## config.mk

```make
export PLATFORM = sky130hd
export DESIGN_NAME = line_buffer_ctrl
export DESIGN_NICKNAME = d
export VERILOG_FILES = /design/src/rtl/line_buffer_ctrl.sv
export SDC_FILE = /design/constraint.sdc
export NUM_CORES = 1
export LEC_CHECK = 0
export BUFFER_PORTS_ARGS = -buffer_cell sky130_fd_sc_hd__buf_2
export CAP_MARGIN = 20
export CORE_ASPECT_RATIO = 0.5
export CORE_MARGIN = 2
export CORE_UTILIZATION = 40
export CTS_BUF_LIST = sky130_fd_sc_hd__clkbuf_16
export DETAILED_ROUTE_END_ITERATION = 7
export GPL_TIMING_DRIVEN = 0
export HOLD_SLACK_MARGIN = 0.15
export PLACE_DENSITY = 0.68
export SKIP_CTS_REPAIR_TIMING = 1
export SLEW_MARGIN = 20
export SYNTH_ARGS = -nofsm -noshare
export SYNTH_HDL_FRONTEND = slang
export SYNTH_SLANG_ARGS = --single-unit
```

## constraint.sdc

```tcl
create_clock -name clk -period 3.7 [get_ports clk]
set_input_delay 0.185 -clock clk [delete_from_list [all_inputs] [get_ports clk]]
set_output_delay 0.185 -clock clk [all_outputs]
set_load 0.05 [all_outputs]
```

## src/rtl/line_buffer_ctrl.sv

```systemverilog
// Ping-pong line RAM sequencer: the ADC writer fills one bank while the
// readout side drains the other through a 2-entry skid queue.
module line_buffer_ctrl #(
    parameter int addr_width = 8,
    parameter int data_width = 16,
    parameter int line_len   = 128
) (
    input  logic                  clk,
    input  logic                  reset,
    input  logic                  line_start,
    input  logic                  pix_valid,
    input  logic [data_width-1:0] pix_data,
    output logic [data_width-1:0] ram_write_data,
    output logic [addr_width-1:0] ram_write_address,
    output logic                  ram_write_enable,
    output logic [addr_width-1:0] ram_read_address,
    input  logic [data_width-1:0] ram_read_data,
    output logic [data_width-1:0] out_data,
    output logic                  out_valid,
    input  logic                  out_ready,
    output logic                  out_last,
    output logic [1:0]            banks_full,
    output logic                  overflow,
    input  logic                  overflow_clr,
    output logic [1:0]            wr_state_dbg,
    output logic                  rd_state_dbg
);

    // Handshake: a word moves downstream on every clk edge where
    // out_valid && out_ready; out_data/out_last hold while out_valid && !out_ready.

    localparam int cw = addr_width - 1;
    localparam logic [cw-1:0] last_idx = cw'(line_len - 1);
    localparam logic [cw-1:0] cnt_one  = cw'(1);

    typedef enum logic [1:0] {
        WAIT_START = 2'd0,
        FILL       = 2'd1,
        DROP       = 2'd2
    } wr_state_t;

    typedef enum logic {
        IDLE   = 1'b0,
        STREAM = 1'b1
    } rd_state_t;

    // ---------------- writer ----------------
    wr_state_t     wr_state;
    logic          wbank;
    logic [cw-1:0] wcount;

    logic          start_ok;
    logic          wr_fire;
    logic [cw-1:0] wr_addr_lo;
    logic          wr_line_done;
    logic          drop_event;
    logic [1:0]    full_set;

    assign start_ok     = line_start && !banks_full[wbank];
    assign wr_fire      = !reset && pix_valid && ((wr_state == FILL) || start_ok);
    // A line_start restarts the line, so its coincident pixel lands at offset 0.
    assign wr_addr_lo   = line_start ? '0 : wcount;
    assign wr_line_done = wr_fire && !line_start && (wcount == last_idx);
    assign drop_event   = !reset && line_start && (wr_state != FILL) && banks_full[wbank];

    assign full_set[0]  = wr_line_done && !wbank;
    assign full_set[1]  = wr_line_done && wbank;

    assign ram_write_enable  = wr_fire;
    assign ram_write_address = wr_fire ? {wbank, wr_addr_lo} : '0;
    assign ram_write_data    = wr_fire ? pix_data : '0;

    always_ff @(posedge clk) begin
        if (reset) begin
            wr_state <= WAIT_START;
            wbank    <= 1'b0;
            wcount   <= '0;
        end else begin
            case (wr_state)
                WAIT_START, DROP: begin
                    if (line_start) begin
                        if (banks_full[wbank]) begin
                            wr_state <= DROP;
                        end else begin
                            wr_state <= FILL;
                            wcount   <= pix_valid ? cnt_one : '0;
                        end
                    end
                end
                FILL: begin
                    if (line_start) begin
                        wcount <= pix_valid ? cnt_one : '0;
                    end else if (pix_valid) begin
                        if (wcount == last_idx) begin
                            wr_state <= WAIT_START;
                            wbank    <= ~wbank;
                            wcount   <= '0;
                        end else begin
                            wcount <= wcount + cnt_one;
                        end
                    end
                end
                default: wr_state <= WAIT_START;
            endcase
        end
    end

    // ---------------- reader ----------------
    // The issue side (ibank/icount) runs ahead of the accept side (rbank) so the
    // next full bank is prefetched before the current line's last word leaves.
    rd_state_t             rd_state;
    logic                  rbank;
    logic                  ibank;
    logic [cw-1:0]         icount;
    logic                  rd_pending;
    logic                  pend_last;
    logic [1:0]            occ;
    logic [data_width-1:0] q_data [2];
    logic [1:0]            q_last;

    logic       accept;
    logic       last_accept;
    logic [2:0] used;
    logic       rd_issue;
    logic       issue_last;
    logic [1:0] full_clr;

    assign out_valid   = (occ != 2'd0);
    assign out_data    = q_data[0];
    assign out_last    = out_valid && q_last[0];
    assign accept      = out_valid && out_ready;
    assign last_accept = accept && q_last[0];

    // Slots freed by this cycle's acceptance count, which keeps 1 word/cycle.
    assign used        = {1'b0, occ} + {2'b00, rd_pending} - {2'b00, accept};
    assign rd_issue    = !reset && banks_full[ibank] && (used < 3'd2);
    assign issue_last  = (icount == last_idx);

    assign ram_read_address = {ibank, icount};

    assign full_clr[0] = last_accept && !rbank;
    assign full_clr[1] = last_accept && rbank;

    always_ff @(posedge clk) begin
        if (reset) begin
            rd_state   <= IDLE;
            rbank      <= 1'b0;
            ibank      <= 1'b0;
            icount     <= '0;
            rd_pending <= 1'b0;
            pend_last  <= 1'b0;
            occ        <= 2'd0;
            q_data[0]  <= '0;
            q_data[1]  <= '0;
            q_last     <= 2'b00;
        end else begin
            case (rd_state)
                IDLE:    if (banks_full[rbank]) rd_state <= STREAM;
                STREAM:  if (last_accept) rd_state <= IDLE;
                default: rd_state <= IDLE;
            endcase

            if (last_accept) begin
                rbank <= ~rbank;
            end

            if (rd_issue) begin
                if (issue_last) begin
                    icount <= '0;
                    ibank  <= ~ibank;
                end else begin
                    icount <= icount + cnt_one;
                end
            end
            rd_pending <= rd_issue;
            pend_last  <= rd_issue && issue_last;

            case ({rd_pending, accept})
                2'b10: begin
                    q_data[occ[0]] <= ram_read_data;
                    q_last[occ[0]] <= pend_last;
                    occ            <= occ + 2'd1;
                end
                2'b01: begin
                    q_data[0] <= q_data[1];
                    q_last[0] <= q_last[1];
                    occ       <= occ - 2'd1;
                end
                2'b11: begin
                    if (occ == 2'd1) begin
                        q_data[0] <= ram_read_data;
                        q_last[0] <= pend_last;
                    end else begin
                        q_data[0] <= q_data[1];
                        q_last[0] <= q_last[1];
                        q_data[1] <= ram_read_data;
                        q_last[1] <= pend_last;
                    end
                end
                default: ;
            endcase
        end
    end

    // ---------------- shared flags ----------------
    // Set and clear always target different banks, so both apply in one cycle.
    always_ff @(posedge clk) begin
        if (reset) begin
            banks_full <= 2'b00;
            overflow   <= 1'b0;
        end else begin
            banks_full <= (banks_full & ~full_clr) | full_set;
            if (drop_event) begin
                overflow <= 1'b1;
            end else if (overflow_clr) begin
                overflow <= 1'b0;
            end
        end
    end

    assign wr_state_dbg = wr_state;
    assign rd_state_dbg = rd_state;

endmodule

```

==> results of run 1 <==
synth_stat cells (3+ instances only):
master	number	area (um^2)
nor2b_1	6	37.5
clkbuf_1	9	33.8
o21ai_0	25	125
nand3_1	8	40.0
or3_1	4	25.0
dfxtp_1	29	581
ha_1	4	50.1
a22oi_1	3	22.5
a21oi_1	15	75.1
nand2b_1	3	18.8
and2_1	40	250
and3_1	5	31.3
edfxtp_1	32	961
a31oi_1	3	18.8
nand2_1	14	52.6
a2bb2oi_1	16	140
nor2_1	18	67.6
xnor2_1	7	61.3
mux2i_1	6	60.1
a211oi_1	3	22.5
buf_2	3	15.0
inv_1	8	30.0
worst min-delay path by stage:
| stage | cells past startpoint | from | slack (ns) | to |
|---|---|---|---|---|
| global route | 2 | ram_read_data[11] | 0.16 | q_data[1][11]$_DFFE_PP_ |
| finish | 2 | ram_read_data[4] | 0.17 | q_data[1][4]$_DFFE_PP_ |
| floorplan | 1 | line_start | 0.30 | wr_state_dbg[1]$_SDFFE_PP0P_ |
| detailed placement | 2 | ram_read_data[4] | 0.48 | q_data[1][4]$_DFFE_PP_ |
| global placement | 2 | wcount[1]$_SDFFE_PP0P_ | 0.48 | wcount[1]$_SDFFE_PP0P_ |
| CTS | 2 | ram_read_data[4] | 0.16 | q_data[1][4]$_DFFE_PP_ |
metal layers:
layer  vias up  track usage  wire [um]
met5         -            0          0
met1      1201        0.187       2980
li1       1271            -          -
met2        89        0.283       3150
met4         0       0.0536         57
met3         4       0.0529        432
logic make-up (layout without fill, tap and decap cells):
family                     after synthesis  count (layout)  synth area share
AOI/OAI and AO/OA                       71              71             0.152
xor gates and xnor gates                 8               8            0.0234
adders and majority gates                5               5            0.0234
buffers and inverters                   22             132            0.0300
DFF                                     61              61             0.514
muxes                                    7               7            0.0238
and+or+nand+nor                        120             120             0.234
per-stage QoR:
step / setup slack, ns / instance area [um^2] / util / instances / hold slack (ns)
after floorplan: 0.774 / 3000 / - / 294 / 0.299
after global placement: 0.575 / 3590 / 0.492 / 484 / 0.479
after detailed placement: 0.538 / 3590 / 0.492 / 484 / 0.481
after CTS: 0.507 / 3890 / 0.534 / 500 / 0.155
after global routing: 0.242 / 3890 / 0.534 / 500 / 0.158
final: 0.509 / 3890 / 0.534 / 500 / 0.165
state kept, by name, indices dropped and copies added, names as in the netlist, 2 cells and up:
register,cells
wr_state_dbg,2
banks_full,2
q_last,2
wcount,7
occ,2
q_data,32
icount,7
cell type report:
class,count,area [um^2]
clock buffers,9,225
repair buffers,94,470
flip-flops and latches,61,1540
fillers,659,3400
multi-input cells,211,1370
inverters,8,30.0
well taps,96,120
plain buffers,14,60.1
clock inverters,7,80.1
power by group through the flow:
stage / Sequential [mW] / Combinational [mW] / Clock, mW
2_1_floorplan: 0.833 / 0.125 / 0
3_3_place_gp: 0.773 / 0.248 / 0
3_5_place_dp: 0.774 / 0.253 / 0
4_1_cts: 0.761 / 0.254 / 0.861
5_1_grt: 0.764 / 0.271 / 0.891
6_report: 0.761 / 0.251 / 0.844
critical path: stages, from the launching register on:
cell,delay [ns]
dfxtp_1,0.43
inv_1,0.10
ha_1,0.25
nor2b_1,0.30
xnor2_1,0.18
nand2_1,0.10
fa_1,0.54
nand2b_4,0.07
or3_1,0.33
buf_2,0.16
or4_1,0.50
a21oi_1,0.16
==> impl_metrics.env, run 1 <==
export IMPL_async_reset_ff_frac=0
export IMPL_die_height_um=65.2
export IMPL_syn_inst=294
export IMPL_swShare=0.246
export IMPL_drt_total_wl_um=6610
export IMPL_drv_cap=0
export IMPL_antenna_left=0
export IMPL_netlist_area_mm2=0.00300
export IMPL_r2r_cells=11
export IMPL_finalSetupViolations=0
export IMPL_hold_viol_final=0
export IMPL_fin_tns_setup_ns=0
export IMPL_period_needed_ns=3.19
export IMPL_area_growth_synth_to_final_pct=29.9
export IMPL_cts_clk_slew_worst_paths_ns=0.05
export IMPL_vdd_drop_max_v=0.000289
export IMPL_holdCritPathClass="input port to register"
export IMPL_cp_arrival_ns=3.43
export IMPL_grt_max_degree=17
export IMPL_synth_flop_cell="edfxtp_1"
export IMPL_syn_num_nets=337
export IMPL_yosys_warnings=0
export IMPL_r2r_start="occ[0]$_SDFFE_PP0P_"
export IMPL_cts_root_buffer_cell="clkbuf_16"
export IMPL_rsz0062_at_grt="no"
export IMPL_dp_hpwl_um=4760
export IMPL_die_w_um=126
export IMPL_cts_sinks=61
export IMPL_cts_buffers=9
export IMPL_r2r_slack_ns=0.51
export IMPL_coreArea_mm2=0.00729
export IMPL_grt_total_usage=0.160
export IMPL_fin_crit_sh=0.863
export IMPL_power_density_mw_per_mm2=477
export IMPL_startpoint="occ[0]$_SDFFE_PP0P_"
export IMPL_grt_pass1_vias=2309
export IMPL_power_clock_fraction=0.455
export IMPL_max_clock_path_buffers=2
export IMPL_p_seq_frac=0.410
export IMPL_clk_latency_ns=0.32
export IMPL_cts_tree="built"
export IMPL_vias=2565
export IMPL_regToRegEndpoint="icount[5]$_SDFFE_PP0P_"
export IMPL_fp_dieArea_mm2=0.00825
export IMPL_clock_fmax_mhz=313
export IMPL_drive_gt1_frac=0.295
export IMPL_status="completed"
export IMPL_final_common_cell="buf_2"
export IMPL_path_max_fanout=7
export IMPL_worstSetupPathType="register to register"
export IMPL_ioPinCount=95
export IMPL_antenna_found_initial=0
export IMPL_synth_edf_count=32
export IMPL_routedWlPerCell_um=13.2
export IMPL_gp_congestion=0.816
export IMPL_grt_first_pass_wirelength_um=10500
export IMPL_worstSetupStartpointType="register"
export IMPL_firstDrtPassIters=4
export IMPL_port_buffers=94
export IMPL_tightest_slew_ns=0.738
export IMPL_ys_seq_area_frac=0.514
export IMPL_overflow=0
export IMPL_initial_utilization=0.411
export IMPL_num_rows=22
export IMPL_fin_nets=442
export IMPL_power_frac_comb=0.135
export IMPL_drv_slew=0
export IMPL_antenna_cells=0
export IMPL_power_mw=1.86
export IMPL_vias_per_cell=5.13
export IMPL_leakagePower_nw=1.70
export IMPL_layout_common_cells="97 x buf_2, 40 x and2_1, 32 x edfxtp_1"
export IMPL_crit_path_end_kind="register"
export IMPL_slew_headroom=0.508
export IMPL_htreeDepth=3
export IMPL_cp_required_ns=3.94
export IMPL_cp_endpoint="icount[5]$_SDFFE_PP0P_"
export IMPL_dr_first_iter_drc_count=119
export IMPL_switchingPower_mw=0.456
export IMPL_synth_area_per_cell_um2=10.2
export IMPL_p_int_mw=1.40
export IMPL_ys_types=49
export IMPL_synth_seq_cells=61
export IMPL_fin_worst_skew_ns=0.00567
export IMPL_drcViolationCount=0
(Power assumes the default switching activity.)
==> inputs of run 2 (changes only) <==
Settings changed: ABC_AREA set to 1, PLACE_DENSITY 0.68 to 0.67.
==> run 2 against run 1 <==
Effect of this change:
- final cell count is 38% higher
- global-route usage increased by 1.1 points
- critical path depth is 2 higher
- clock power shrank 3.1%
- sequential power up 5.0%
- combinational power grew 94%
- via count grew 20%
- register-to-register slack better by 0.61 ns
- clock skew down 0.0017 ns
- die area is 14% higher
- routed wire length up 12%
- synthesized cell count up 59%
- critical endpoint is now pend_last$_SDFF_PP0_
==> impl_metrics.env, run 2 <==
export IMPL_cp_arrival_ns=2.81
export IMPL_top_register="q_data"
export IMPL_antenna_found_initial=0
export IMPL_crit_path_end_kind="register"
export IMPL_gp_congestion=0.850
export IMPL_yosys_warnings=0
export IMPL_firstDrtPassIters=4
export IMPL_r2r_slack_ns=1.12
export IMPL_routedWlPerCell_um=10.7
export IMPL_synth_top_family_by_area="simple AND/OR/NAND/NOR gates"
export IMPL_finalSetupViolations=0
export IMPL_synth_flop_cell="edfxtp_1"
export IMPL_synth_fa_ha_area_frac=0.0204
export IMPL_cts_clk_slew_worst_paths_ns=0.05
export IMPL_drv_slew=0
export IMPL_drive_gt1_frac=0.268
export IMPL_final_common_cell="nand2_1"
export IMPL_grt_total_usage=0.171
export IMPL_fin_tns_setup_ns=0
export IMPL_vias=3071
export IMPL_max_clock_path_buffers=2
export IMPL_synth_xor_area_share=0.00763
export IMPL_slew_headroom=0.466
export IMPL_ys_types=36
export IMPL_htreeDepth=3
export IMPL_r2r_start="occ[0]$_SDFFE_PP0P_"
export IMPL_path_max_fanout=8
export IMPL_power_density_mw_per_mm2=483
export IMPL_port_buffers=93
export IMPL_rsz0062_at_grt="no"
export IMPL_syn_inst=468
export IMPL_min_delay_start="ram_read_data[14]"
export IMPL_initial_utilization=0.421
export IMPL_synth_simple_area_share=0.294
export IMPL_area_growth_synth_to_final_pct=26.6
export IMPL_yosysMostFrequentCell="nand2_1"
export IMPL_tightest_slew_ns=0.799
export IMPL_cp_required_ns=3.93
export IMPL_drcViolationCount=0
export IMPL_clock_fmax_mhz=387
export IMPL_die_w_um=135
export IMPL_layout_common_cells="117 x nand2_1, 96 x inv_1, 95 x buf_2"
export IMPL_cts_root_buffer_cell="clkbuf_16"
export IMPL_vdd_drop_max_v=0.000221
export IMPL_synth_area_per_cell_um2=7.35
export IMPL_ioPinCount=95
export IMPL_async_reset_ff_frac=0
export IMPL_clk_latency_ns=0.33
export IMPL_period_needed_ns=2.58
export IMPL_final_area_mm2=0.00436
export IMPL_cts_sinks=61
export IMPL_grt_first_pass_wirelength_um=12900
export IMPL_antenna_cells=0
export IMPL_cts_buffers=9
export IMPL_grt_max_degree=17
export IMPL_fin_nets=617
export IMPL_regToRegEndpoint="pend_last$_SDFF_PP0_"
export IMPL_coreArea_mm2=0.00817
export IMPL_status="completed"
export IMPL_hold_viol_final=0
export IMPL_synth_compound_area_share=0.0891
export IMPL_synth_area_leaders="edfxtp_1 28%, dfxtp_1 17%, nand2_1 13%, inv_1 10%, nor2_1 6.5%"
export IMPL_overflow=0
export IMPL_die_height_um=69.6
export IMPL_cp_endpoint="pend_last$_SDFF_PP0_"
export IMPL_r2r_cells=13
export IMPL_fin_crit_sh=0.698
export IMPL_dpl_cell_area_mm2=0.00405
export IMPL_ys_seq_area_frac=0.448
export IMPL_grt_pass1_vias=2848
export IMPL_synth_top_area_share=0.279
export IMPL_holdPathStages=3
export IMPL_synth_seq_cells=61
export IMPL_synth_mux_area_fraction=0
export IMPL_reg_largest_list="q_data: 32 flops, icount: 7 flops, wcount: 7 flops"
export IMPL_leakagePower_nw=2.40
export IMPL_fin_worst_skew_ns=0.00394
export IMPL_dp_hpwl_um=5420
export IMPL_cts_tree="built"
export IMPL_drv_cap=0
export IMPL_largest_reg_flops=32
export IMPL_holdCritPathClass="input port to register"
export IMPL_hold_slack_ns=0.147
export IMPL_startpoint="occ[0]$_SDFFE_PP0P_"
export IMPL_syn_num_nets=511
export IMPL_synth_edf_count=32
export IMPL_synthTopCellsByCount="117 x nand2_1, 96 x inv_1, 60 x nor2_1, 32 x edfxtp_1, 29 x dfxtp_1"
export IMPL_fp_dieArea_mm2=0.00941
export IMPL_dr_first_iter_drc_count=127
export IMPL_worstSetupStartpointType="register"
export IMPL_worstSetupPathType="register to register"
export IMPL_synth_top_cell_by_area="edfxtp_1"
export IMPL_num_rows=23
export IMPL_antenna_left=0
export IMPL_drt_total_wl_um=7420
export IMPL_vias_per_cell=4.44
export IMPL_netlist_area_mm2=0.00344
run 2: logic make-up after synthesis:
kind of cell	count (synthesis)
AO/OA/AOI/OAI	54
buffers and inverters	114
flip-flops	61
AND/OR/NAND/NOR	231
XOR/XNOR	3
adder cells (fa/ha/maj)	5
run 2: layer usage:
metal / track usage / vias up / wire, um / part of all wire
li1: - / 1645 / - / -
met1: 0.224 / 1364 / 3710 / 0.50
met2: 0.269 / 53 / 3290 / 0.44
met3: 0.0504 / 9 / 308 / 0.042
met4: 0.0648 / 0 / 105 / 0.014
met5: 0 / - / 0 / 0
run 2: layout make-up:
class | instances | area, um^2
Clock buffer | 9 | 225
Fill cell | 834 | 3810
Inverter | 104 | 400
Timing Repair Buffer | 95 | 485
Multi-Input combinational cell | 293 | 1420
Buffer | 10 | 85.1
Sequential cell | 61 | 1540
Tap cell | 112 | 140
Clock inverter | 7 | 66.3
run 2: worst min path at each step:
stage,end,slack [ns]
after floorplan,overflow$_SDFFE_PP0P_,0.34
after global placement,overflow$_SDFFE_PP0P_,0.43
after detailed placement,overflow$_SDFFE_PP0P_,0.44
after CTS,overflow$_SDFFE_PP0P_,0.09
after global routing,q_data[0][11]$_DFFE_PP_,0.16
final,q_data[0][14]$_DFFE_PP_,0.15
run 2: critical path, stage by stage, from the launching register on:
cell     delay [ns]
dfxtp_1        0.39
inv_2          0.10
ha_1           0.23
inv_2          0.08
nand2_4        0.09
nor2_4         0.18
inv_1          0.08
nand2_1        0.07
o21ai_0        0.11
fa_1           0.52
nand2_1        0.06
nor2_1         0.14
nand2_1        0.21
nor4_1         0.22
run 2: stage by stage:
step	utilization	setup WS, ns	cells	total power [mW]
after floorplan	-	1.18	468	1.19
after global placement	0.495	1.12	673	1.30
after detailed placement	0.495	1.14	673	1.30
after CTS	0.531	1.11	689	2.13
after global routing	0.533	0.769	691	2.22
final	0.533	1.12	691	2.10
run 2: where the power goes:
part / total (mW) / switching, mW / leakage [nW] / internal (mW)
Clock: 0.818 / 0.303 / 0.135 / 0.515
Combinational: 0.488 / 0.362 / 1.69 / 0.126
Sequential: 0.799 / 0.0203 / 0.568 / 0.778
